===== config.mk =====
export PLATFORM = sky130hd
export DESIGN_NAME = score_board_ctrl
export DESIGN_NICKNAME = d
export VERILOG_FILES = /design/src/rtl/score_board_ctrl.sv
export SDC_FILE = /design/constraint.sdc
export NUM_CORES = 1
export LEC_CHECK = 0
export BUFFER_PORTS_ARGS = -buffer_cell sky130_fd_sc_hd__buf_2
export CORE_MARGIN = 8
export CORE_UTILIZATION = 58
export CTS_CLUSTER_DIAMETER = 50
export DETAILED_ROUTE_END_ITERATION = 16
export GPL_TIMING_DRIVEN = 0
export MAX_ROUTING_LAYER = met4
export PLACE_DENSITY = 0.85
export SETUP_SLACK_MARGIN = 0.4
export SLEW_MARGIN = 0
export SYNTH_ARGS = -nofsm -noshare
export SYNTH_HDL_FRONTEND = slang
export SYNTH_SLANG_ARGS = --single-unit

===== constraint.sdc =====
create_clock -name clk -period 3.59 [get_ports clk]
set_input_delay 0.718 -clock clk [delete_from_list [all_inputs] [get_ports clk]]
set_output_delay 0.718 -clock clk [all_outputs]
set_load 0.02 [all_outputs]

===== src/rtl/score_board_ctrl.sv =====
// score_board_ctrl
//   High-score manager. Keeps a TOP_K-deep leaderboard, sorted ascending by
//   score (lower is better), and one personal-best word per user in an
//   external single-port synchronous RAM with RD_LAT cycles of read latency.
//
//   RAM map: 0..TOP_K-1 leaderboard, TOP_K+u personal best of user u.
//   Word layout: {id, score}; score all-ones means "empty".
//
// Ports
//   clk, rst           rising-edge clock, asynchronous active-low reset
//   cmd_valid/ready    command handshake (ready only while idle)
//   cmd_op             0 SUBMIT, 1 READ, 2 CLEAR, 3 reserved (error)
//   cmd_guest          SUBMIT: guest play, never stored
//   cmd_user           personal-best slot
//   cmd_pid/score      player ID and score for SUBMIT
//   cmd_rank           READ index (0 = best)
//   ram_we/addr/din    RAM request (ram_we=1 write, 0 read)
//   ram_dout           RAM read data, valid RD_LAT cycles after the address
//   rsp_valid          one-cycle completion pulse
//   rsp_err/pb/rank    completion status, held until the next acceptance
//   rd_id/rd_score     READ result, held until the next READ completes
//   dbg_state          current FSM state
//
// Handshake: a command is taken on a rising edge where cmd_valid && cmd_ready;
// all command fields are registered at that edge and may change afterwards.
// The host must not rely on anything but rsp_valid to know it is finished.
//
// SUBMIT path: read PB slot, optionally write it, scan the board from index 0
// for the first strictly slower entry p, shift p..TOP_K-2 down by one (reading
// from the bottom up so nothing is overwritten before it is moved), then write
// the new entry at p. A bubble cycle separates the last shift write from the
// insert write so ram_we is never high on two consecutive cycles there.
module score_board_ctrl #(
  parameter int SCORE_W   = 8,
  parameter int ID_W      = 16,
  parameter int NUM_USERS = 8,
  parameter int TOP_K     = 4,
  parameter int RD_LAT    = 3,
  parameter int ADDR_W    = 5
) (
  input  logic                          clk,
  input  logic                          rst,
  input  logic                          cmd_valid,
  output logic                          cmd_ready,
  input  logic [1:0]                    cmd_op,
  input  logic                          cmd_guest,
  input  logic [$clog2(NUM_USERS)-1:0]  cmd_user,
  input  logic [ID_W-1:0]               cmd_pid,
  input  logic [SCORE_W-1:0]            cmd_score,
  input  logic [$clog2(TOP_K)-1:0]      cmd_rank,
  output logic                          ram_we,
  output logic [ADDR_W-1:0]             ram_addr,
  output logic [ID_W+SCORE_W-1:0]       ram_din,
  input  logic [ID_W+SCORE_W-1:0]       ram_dout,
  output logic                          rsp_valid,
  output logic                          rsp_err,
  output logic                          rsp_pb,
  output logic [$clog2(TOP_K+1)-1:0]    rsp_rank,
  output logic [ID_W-1:0]               rd_id,
  output logic [SCORE_W-1:0]            rd_score,
  output logic [3:0]                    dbg_state
);

  localparam int USER_W = $clog2(NUM_USERS);
  localparam int RANK_W = $clog2(TOP_K);
  localparam int RSP_W  = $clog2(TOP_K + 1);
  localparam int WORD_W = ID_W + SCORE_W;
  localparam int CNT_W  = (RD_LAT > 1) ? $clog2(RD_LAT) : 1;

  localparam logic [ADDR_W-1:0]  ONE_A       = ADDR_W'(1);
  localparam logic [ADDR_W-1:0]  LB_LAST     = ADDR_W'(TOP_K - 1);
  localparam logic [ADDR_W-1:0]  SH_FIRST    = ADDR_W'(TOP_K - 2);
  localparam logic [ADDR_W-1:0]  PB_BASE     = ADDR_W'(TOP_K);
  localparam logic [ADDR_W-1:0]  CLR_LAST    = ADDR_W'(TOP_K + NUM_USERS - 1);
  localparam logic [CNT_W-1:0]   WAIT_LAST   = CNT_W'(RD_LAT - 1);
  localparam logic [CNT_W-1:0]   ONE_C       = CNT_W'(1);
  localparam logic [SCORE_W-1:0] SCORE_EMPTY = '1;
  localparam logic [RSP_W-1:0]   NOT_PLACED  = RSP_W'(TOP_K);

  typedef enum logic [3:0] {
    IDLE    = 4'd0,
    CLR     = 4'd1,
    PB_RD   = 4'd2,
    PB_WAIT = 4'd3,
    PB_CHK  = 4'd4,
    PB_WR   = 4'd5,
    LB_RD   = 4'd6,
    LB_WAIT = 4'd7,
    LB_CHK  = 4'd8,
    SH_RD   = 4'd9,
    SH_WAIT = 4'd10,
    SH_WR   = 4'd11,
    INS_WR  = 4'd12,
    RD_RD   = 4'd13,
    RD_WAIT = 4'd14,
    DONE    = 4'd15
  } stateT;

  stateT state, stateNext;

  // captured command
  logic [USER_W-1:0]  userQ;
  logic [ID_W-1:0]    pidQ;
  logic [SCORE_W-1:0] scoreQ;
  logic [RANK_W-1:0]  rankQ;

  // walk state
  logic [CNT_W-1:0]   waitCnt;
  logic [ADDR_W-1:0]  idx;      // clear address, scan index or shift source
  logic [ADDR_W-1:0]  pos;      // insert position p
  logic [WORD_W-1:0]  dataQ;    // last word read from RAM
  logic               insArm;   // insert write may fire this cycle

  // response registers
  logic               rspErrQ;
  logic               rspPbQ;
  logic [RSP_W-1:0]   rspRankQ;
  logic [ID_W-1:0]    rdIdQ;
  logic [SCORE_W-1:0] rdScoreQ;

  logic               userBad;
  logic               rankBad;
  logic               waitDone;
  logic               better;
  logic [ADDR_W-1:0]  pbAddr;

  assign userBad  = {{(32-USER_W){1'b0}}, cmd_user} >= 32'(NUM_USERS);
  assign rankBad  = {{(32-RANK_W){1'b0}}, cmd_rank} >= 32'(TOP_K);
  assign waitDone = (waitCnt == WAIT_LAST);
  // strict unsigned compare: ties rank below the stored word
  assign better   = (scoreQ < dataQ[SCORE_W-1:0]);
  assign pbAddr   = PB_BASE + ADDR_W'(userQ);

  assign rsp_err   = rspErrQ;
  assign rsp_pb    = rspPbQ;
  assign rsp_rank  = rspRankQ;
  assign rd_id     = rdIdQ;
  assign rd_score  = rdScoreQ;
  assign dbg_state = state;

  always_ff @(posedge clk or negedge rst) begin
    if (!rst) state <= IDLE;
    else      state <= stateNext;
  end

  always_comb begin
    stateNext = state;
    cmd_ready = 1'b0;
    ram_we    = 1'b0;
    ram_addr  = '0;
    ram_din   = '0;
    rsp_valid = 1'b0;
    case (state)
      IDLE: begin
        cmd_ready = 1'b1;
        if (cmd_valid) begin
          case (cmd_op)
            2'd0:    stateNext = (cmd_guest || userBad) ? DONE : PB_RD;
            2'd1:    stateNext = rankBad ? DONE : RD_RD;
            2'd2:    stateNext = CLR;
            default: stateNext = DONE;
          endcase
        end
      end
      CLR: begin
        ram_we   = 1'b1;
        ram_addr = idx;
        ram_din  = {{ID_W{1'b0}}, SCORE_EMPTY};
        if (idx == CLR_LAST) stateNext = DONE;
      end
      PB_RD: begin
        ram_addr  = pbAddr;
        stateNext = PB_WAIT;
      end
      PB_WAIT: begin
        ram_addr = pbAddr;
        if (waitDone) stateNext = PB_CHK;
      end
      PB_CHK: begin
        stateNext = better ? PB_WR : LB_RD;
      end
      PB_WR: begin
        ram_we    = 1'b1;
        ram_addr  = pbAddr;
        ram_din   = {pidQ, scoreQ};
        stateNext = LB_RD;
      end
      LB_RD: begin
        ram_addr  = idx;
        stateNext = LB_WAIT;
      end
      LB_WAIT: begin
        ram_addr = idx;
        if (waitDone) stateNext = LB_CHK;
      end
      LB_CHK: begin
        if (better)                stateNext = (idx == LB_LAST) ? INS_WR : SH_RD;
        else if (idx == LB_LAST)   stateNext = DONE;
        else                       stateNext = LB_RD;
      end
      SH_RD: begin
        ram_addr  = idx;
        stateNext = SH_WAIT;
      end
      SH_WAIT: begin
        ram_addr = idx;
        if (waitDone) stateNext = SH_WR;
      end
      SH_WR: begin
        ram_we    = 1'b1;
        ram_addr  = idx + ONE_A;
        ram_din   = dataQ;
        stateNext = (idx == pos) ? INS_WR : SH_RD;
      end
      INS_WR: begin
        ram_we   = insArm;
        ram_addr = pos;
        ram_din  = {pidQ, scoreQ};
        if (insArm) stateNext = DONE;
      end
      RD_RD: begin
        ram_addr  = ADDR_W'(rankQ);
        stateNext = RD_WAIT;
      end
      RD_WAIT: begin
        ram_addr = ADDR_W'(rankQ);
        if (waitDone) stateNext = DONE;
      end
      DONE: begin
        rsp_valid = 1'b1;
        stateNext = IDLE;
      end
      default: stateNext = IDLE;
    endcase
  end

  always_ff @(posedge clk or negedge rst) begin
    if (!rst) begin
      userQ    <= '0;
      pidQ     <= '0;
      scoreQ   <= '0;
      rankQ    <= '0;
      waitCnt  <= '0;
      idx      <= '0;
      pos      <= '0;
      dataQ    <= '0;
      insArm   <= 1'b0;
      rspErrQ  <= 1'b0;
      rspPbQ   <= 1'b0;
      rspRankQ <= '0;
      rdIdQ    <= '0;
      rdScoreQ <= '0;
    end else begin
      case (state)
        IDLE: begin
          if (cmd_valid) begin
            userQ    <= cmd_user;
            pidQ     <= cmd_pid;
            scoreQ   <= cmd_score;
            rankQ    <= cmd_rank;
            rspErrQ  <= (cmd_op == 2'd3) ||
                        ((cmd_op == 2'd0) && userBad) ||
                        ((cmd_op == 2'd1) && rankBad);
            rspPbQ   <= 1'b0;
            rspRankQ <= NOT_PLACED;
            idx      <= '0;
            waitCnt  <= '0;
          end
        end
        CLR: idx <= idx + ONE_A;
        PB_RD, LB_RD, SH_RD, RD_RD: waitCnt <= '0;
        PB_WAIT, LB_WAIT, SH_WAIT: begin
          if (waitDone) begin
            dataQ   <= ram_dout;
            waitCnt <= '0;
          end else begin
            waitCnt <= waitCnt + ONE_C;
          end
        end
        RD_WAIT: begin
          if (waitDone) begin
            rdIdQ    <= ram_dout[WORD_W-1:SCORE_W];
            rdScoreQ <= ram_dout[SCORE_W-1:0];
            waitCnt  <= '0;
          end else begin
            waitCnt <= waitCnt + ONE_C;
          end
        end
        PB_CHK: idx <= '0;
        PB_WR: begin
          rspPbQ <= 1'b1;
          idx    <= '0;
        end
        LB_CHK: begin
          if (better) begin
            pos <= idx;
            // inserting at the last slot needs no shift, so no bubble either
            insArm <= (idx == LB_LAST);
            if (idx != LB_LAST) idx <= SH_FIRST;
          end else if (idx != LB_LAST) begin
            idx <= idx + ONE_A;
          end
        end
        SH_WR: begin
          if (idx != pos) idx <= idx - ONE_A;
        end
        INS_WR: begin
          insArm <= 1'b1;
          if (insArm) rspRankQ <= RSP_W'(pos);
        end
        default: ;
      endcase
    end
  end

endmodule


==> flow_summary_export.csv <==
group,metric,value,unit
power,ir_drop,0.288,mV
sta,setup_tns,0,ns
die,die_h,111,µm
global_route,grtUsageTotal,0.240,
logic_synthesis,ys_ff_latch,99,
placement,port_buffers,123,
worst_setup_path,worst_r2r_endpoint,"dbg_state[0]",
worst_setup_path,cpPeakStageDelay,0.36,ns
cts,cts_made_buffers,9,
worst_setup_path,cp_common_cell,"buf_2",
global_route,grt_max_degree,66,
drt,routed-via-count,4215,
logic_synthesis,netlist.area_leader.share,0.470,
die,fp.coreArea,0.00876,mm²
die,io_pins,124,
cts,htree_levels,3,
logic_synthesis,yosys.area.top_type,"dfrtp_1",
cells_and_area,drive_gt1_frac,0.449,
logic_synthesis,synthesis.instances,441,
cts,cts_max_path_buffers,2,
drt,vias_per_cell,6.11,
logic_synthesis,ys_warn_count,0,
cells_and_area,stdcell_count,690,
cts,clk_pin_slew,0.10,ns
sta,final-setup-viol-count,0,
sta,slew_viol_final,0,
worst_setup_path,worstPathCellList,"buf_2 > nand2_2 > nor2_4 > buf_2 > clkbuf_4 > a22o_1 > buf_2",
placement,place.gp.congestion,0.913,
die,initial_core_util,0.602,
logic_synthesis,synth.distinct_cells,69,
cells_and_area,nNetsFinal,648,
global_route,grt_pass1_wl,23.6,mm
drt,finalWirelength,14.5,mm
drt,ant_nets,0,
power,power,2.07,mW
cts,ctsResizeCount,0,
cells_and_area,fill_cells,630,
flow_run,cap_viol_max_count,0,
global_route,grt-ovfl-total,0,
worst_setup_path,r2r_cells,10,
power,intPower,1.54,mW
run_status,outcome,"complete, no violations",
power,p_leak,3.15,nW
worst_setup_path,cp.arrival,2.35,ns
worst_setup_path,crit_buf_inv,4,
sta,maxSlewHeadroom,0.648,
sta,fmax,326,MHz
logic_synthesis,syn_avg_cell_area,12.0,µm²
drt,drc,0,
global_route,grt_pass1_vias,4565,
power,combPwrFrac,0.065,
worst_setup_path,critPathRequiredTime,2.87,ns
logic_synthesis,syn_area,0.00527,mm²
worst_setup_path,start_kind,"flip-flop",
logic_synthesis,synthMostInstantiatedCell,"dfrtp_1",
worst_setup_path,worstReg2RegStart,"scoreQ[2]",
sta,hold_violations,0,
logic_synthesis,synth_edf_count,0,
worst_setup_path,worstSetupEndpointType,"output port",
cts,hold_buffers,0,
global_route,antenna_found_initial,1,
logic_synthesis,synthesis.nets,513,
sta,period_minus_slack,3.06,ns
logic_synthesis,synth_area_leaders,"dfrtp_1 47%, mux2_2 9.6%, mux2_4 8.5%, ha_1 3.1%, a22o_1 2.8%",
sta,worst_slew_pin_slew,0.527,ns
logic_synthesis,synth-seq-area-share,0.470,
worst_hold_path,holdCritPathClass,"input pin to asynchronous set/reset pin",
worst_setup_path,critPathMaxFanout,10,
power,powerDensity,330,mW/mm²
power,p_switching,528,µW
sta,finalCritPeriodShare,0.854,
die,die_area,0.0124,mm²
cts,cts.sinks,99,
cts,clock_latency,0.37,ns
logic_synthesis,synth_flop_cell,"dfrtp_1",
logic_synthesis,async_reset_ff_frac,1.00,
placement,hpwl,10.9,mm
power,seqPwrFrac,0.559,
worst_setup_path,regToRegSetupSlack,0.89,ns
cts,cts_tree,"built",
power,swShare,0.255,
worst_setup_path,crit_type,"flip-flop to output port",
logic_synthesis,synthTopCellsByCount,"99 x dfrtp_1, 45 x mux2_2, 30 x mux2_4",
worst_setup_path,slowest_stage,"dfrtp_1",
die,die_x,111,µm
power,clkPwrFrac,0.376,
cells_and_area,area_growth,19.2,%
cells_and_area,utilization,0.717,
die,num_rows,34,
cts,cts_setup_buffers,0,
drt,firstDrtPassIters,5,
drt,wl_per_cell,21.0,µm
drt,drt_iter0_markers,197,
cts,clockRootBuffer,"clkbuf_8",
sta,rsz0062_at_grt,"no",
sta,finClkSkew,0.0168,ns
worst_setup_path,crit_family,"buffers and inverters",
placement,dpl.cell_count,673,
cell type report:
cell class	count	area, µm²	area share
multi-input cells	294	2540	0.405
clock buffers	9	124	0.0197
plain buffers	26	179	0.0285
diodes	1	2.50	0.000398
clock inverters	7	93.8	0.0149
repair buffers	124	646	0.103
well taps	108	135	0.0215
flip-flops and latches	99	2480	0.394
inverters	22	82.6	0.0131
worst max path at each step:
stage,start,to,slack (ns),cells after the start
2_1_floorplan,dbg_state[2],ram_addr[3],0.94,4
3_3_place_gp,rst,rd_id[10],0.84,1
3_5_place_dp,dbg_state[1],ram_din[1],0.85,6
4_1_cts,dbg_state[1],ram_din[1],0.42,6
5_1_grt,dbg_state[0],ram_addr[3],0.41,8
6_report,dbg_state[1],ram_din[20],0.53,7
registers in the layout, indices dropped and copies added (netlist names):
| register | cells |
|---|---|
| dataQ | 24 |
| dbg_state | 4 |
| idx | 5 |
| insArm | 1 |
| pidQ | 16 |
| pos | 5 |
| rankQ | 2 |
| rd_id | 16 |
| rd_score | 8 |
| rsp_err | 1 |
| rsp_pb | 1 |
| rsp_rank | 3 |
| scoreQ | 8 |
| userQ | 3 |
| waitCnt | 2 |
layout by cell type, fill, tap and decap left out, drive strengths merged, types with 4 or more instances in the layout:
cell and n:
dfrtp 99, mux2 79, clkbuf 14, ha 13
buf 145, nand3 12, xnor2 4, o21ai 16
nor3 7, a22o 17, inv 25, nand2 29
nor2 23, xor2 4, a221o 12, a21oi 19
worst register-to-register path, stage by stage, from the launching register on:
cell	delay, ns
dfrtp_1	0.42
ha_1	0.29
or3_1	0.35
a21oi_1	0.17
a211o_2	0.15
nand2_1	0.16
ha_1	0.35
a21oi_1	0.15
nor2_1	0.05
a211o_1	0.27
o31a_1	0.23
metrics by stage:
stage / worst slack, ns / area, µm² / hold slack, ns
global placement: 0.837 / 6020 / 0.469
global route: 0.406 / 6280 / 0.325
finish: 0.526 / 6280 / 0.294
floorplan: 0.939 / 5270 / 0.422
detailed placement: 0.847 / 6050 / 0.475
CTS: 0.415 / 6270 / 0.306
power groups by stage:
stage	registers [mW]	logic [mW]	clock network, mW
after global routing	1.16	0.149	0.831
after CTS	1.16	0.138	0.783
after floorplan	1.19	0.0333	0
after global placement	1.18	0.127	0
after detailed placement	1.18	0.137	0
final	1.16	0.135	0.778
per-layer routing:
layer	up-vias	track usage	wire (µm)
li1	1894	-	-
met1	2113	0.286	6020
met2	180	0.390	7220
met3	28	0.0580	952
met4	0	0.0818	316
met5	-	-	0
logic make-up (layout without fill, tap and decap cells):
logic type	after synthesis	in the layout	share of synthesized area
XOR/XNOR	8	8	0.0147
buffers and inverters	48	188	0.0487
flip-flops	99	99	0.470
AND/OR/NAND/NOR	86	86	0.0857
AO/OA/AOI/OAI	105	105	0.154
adder cells (fa/ha/maj)	13	13	0.0309
other	0	1	0
multiplexers	82	82	0.196
No activity file was read; power rests on OpenSTA's default activity.
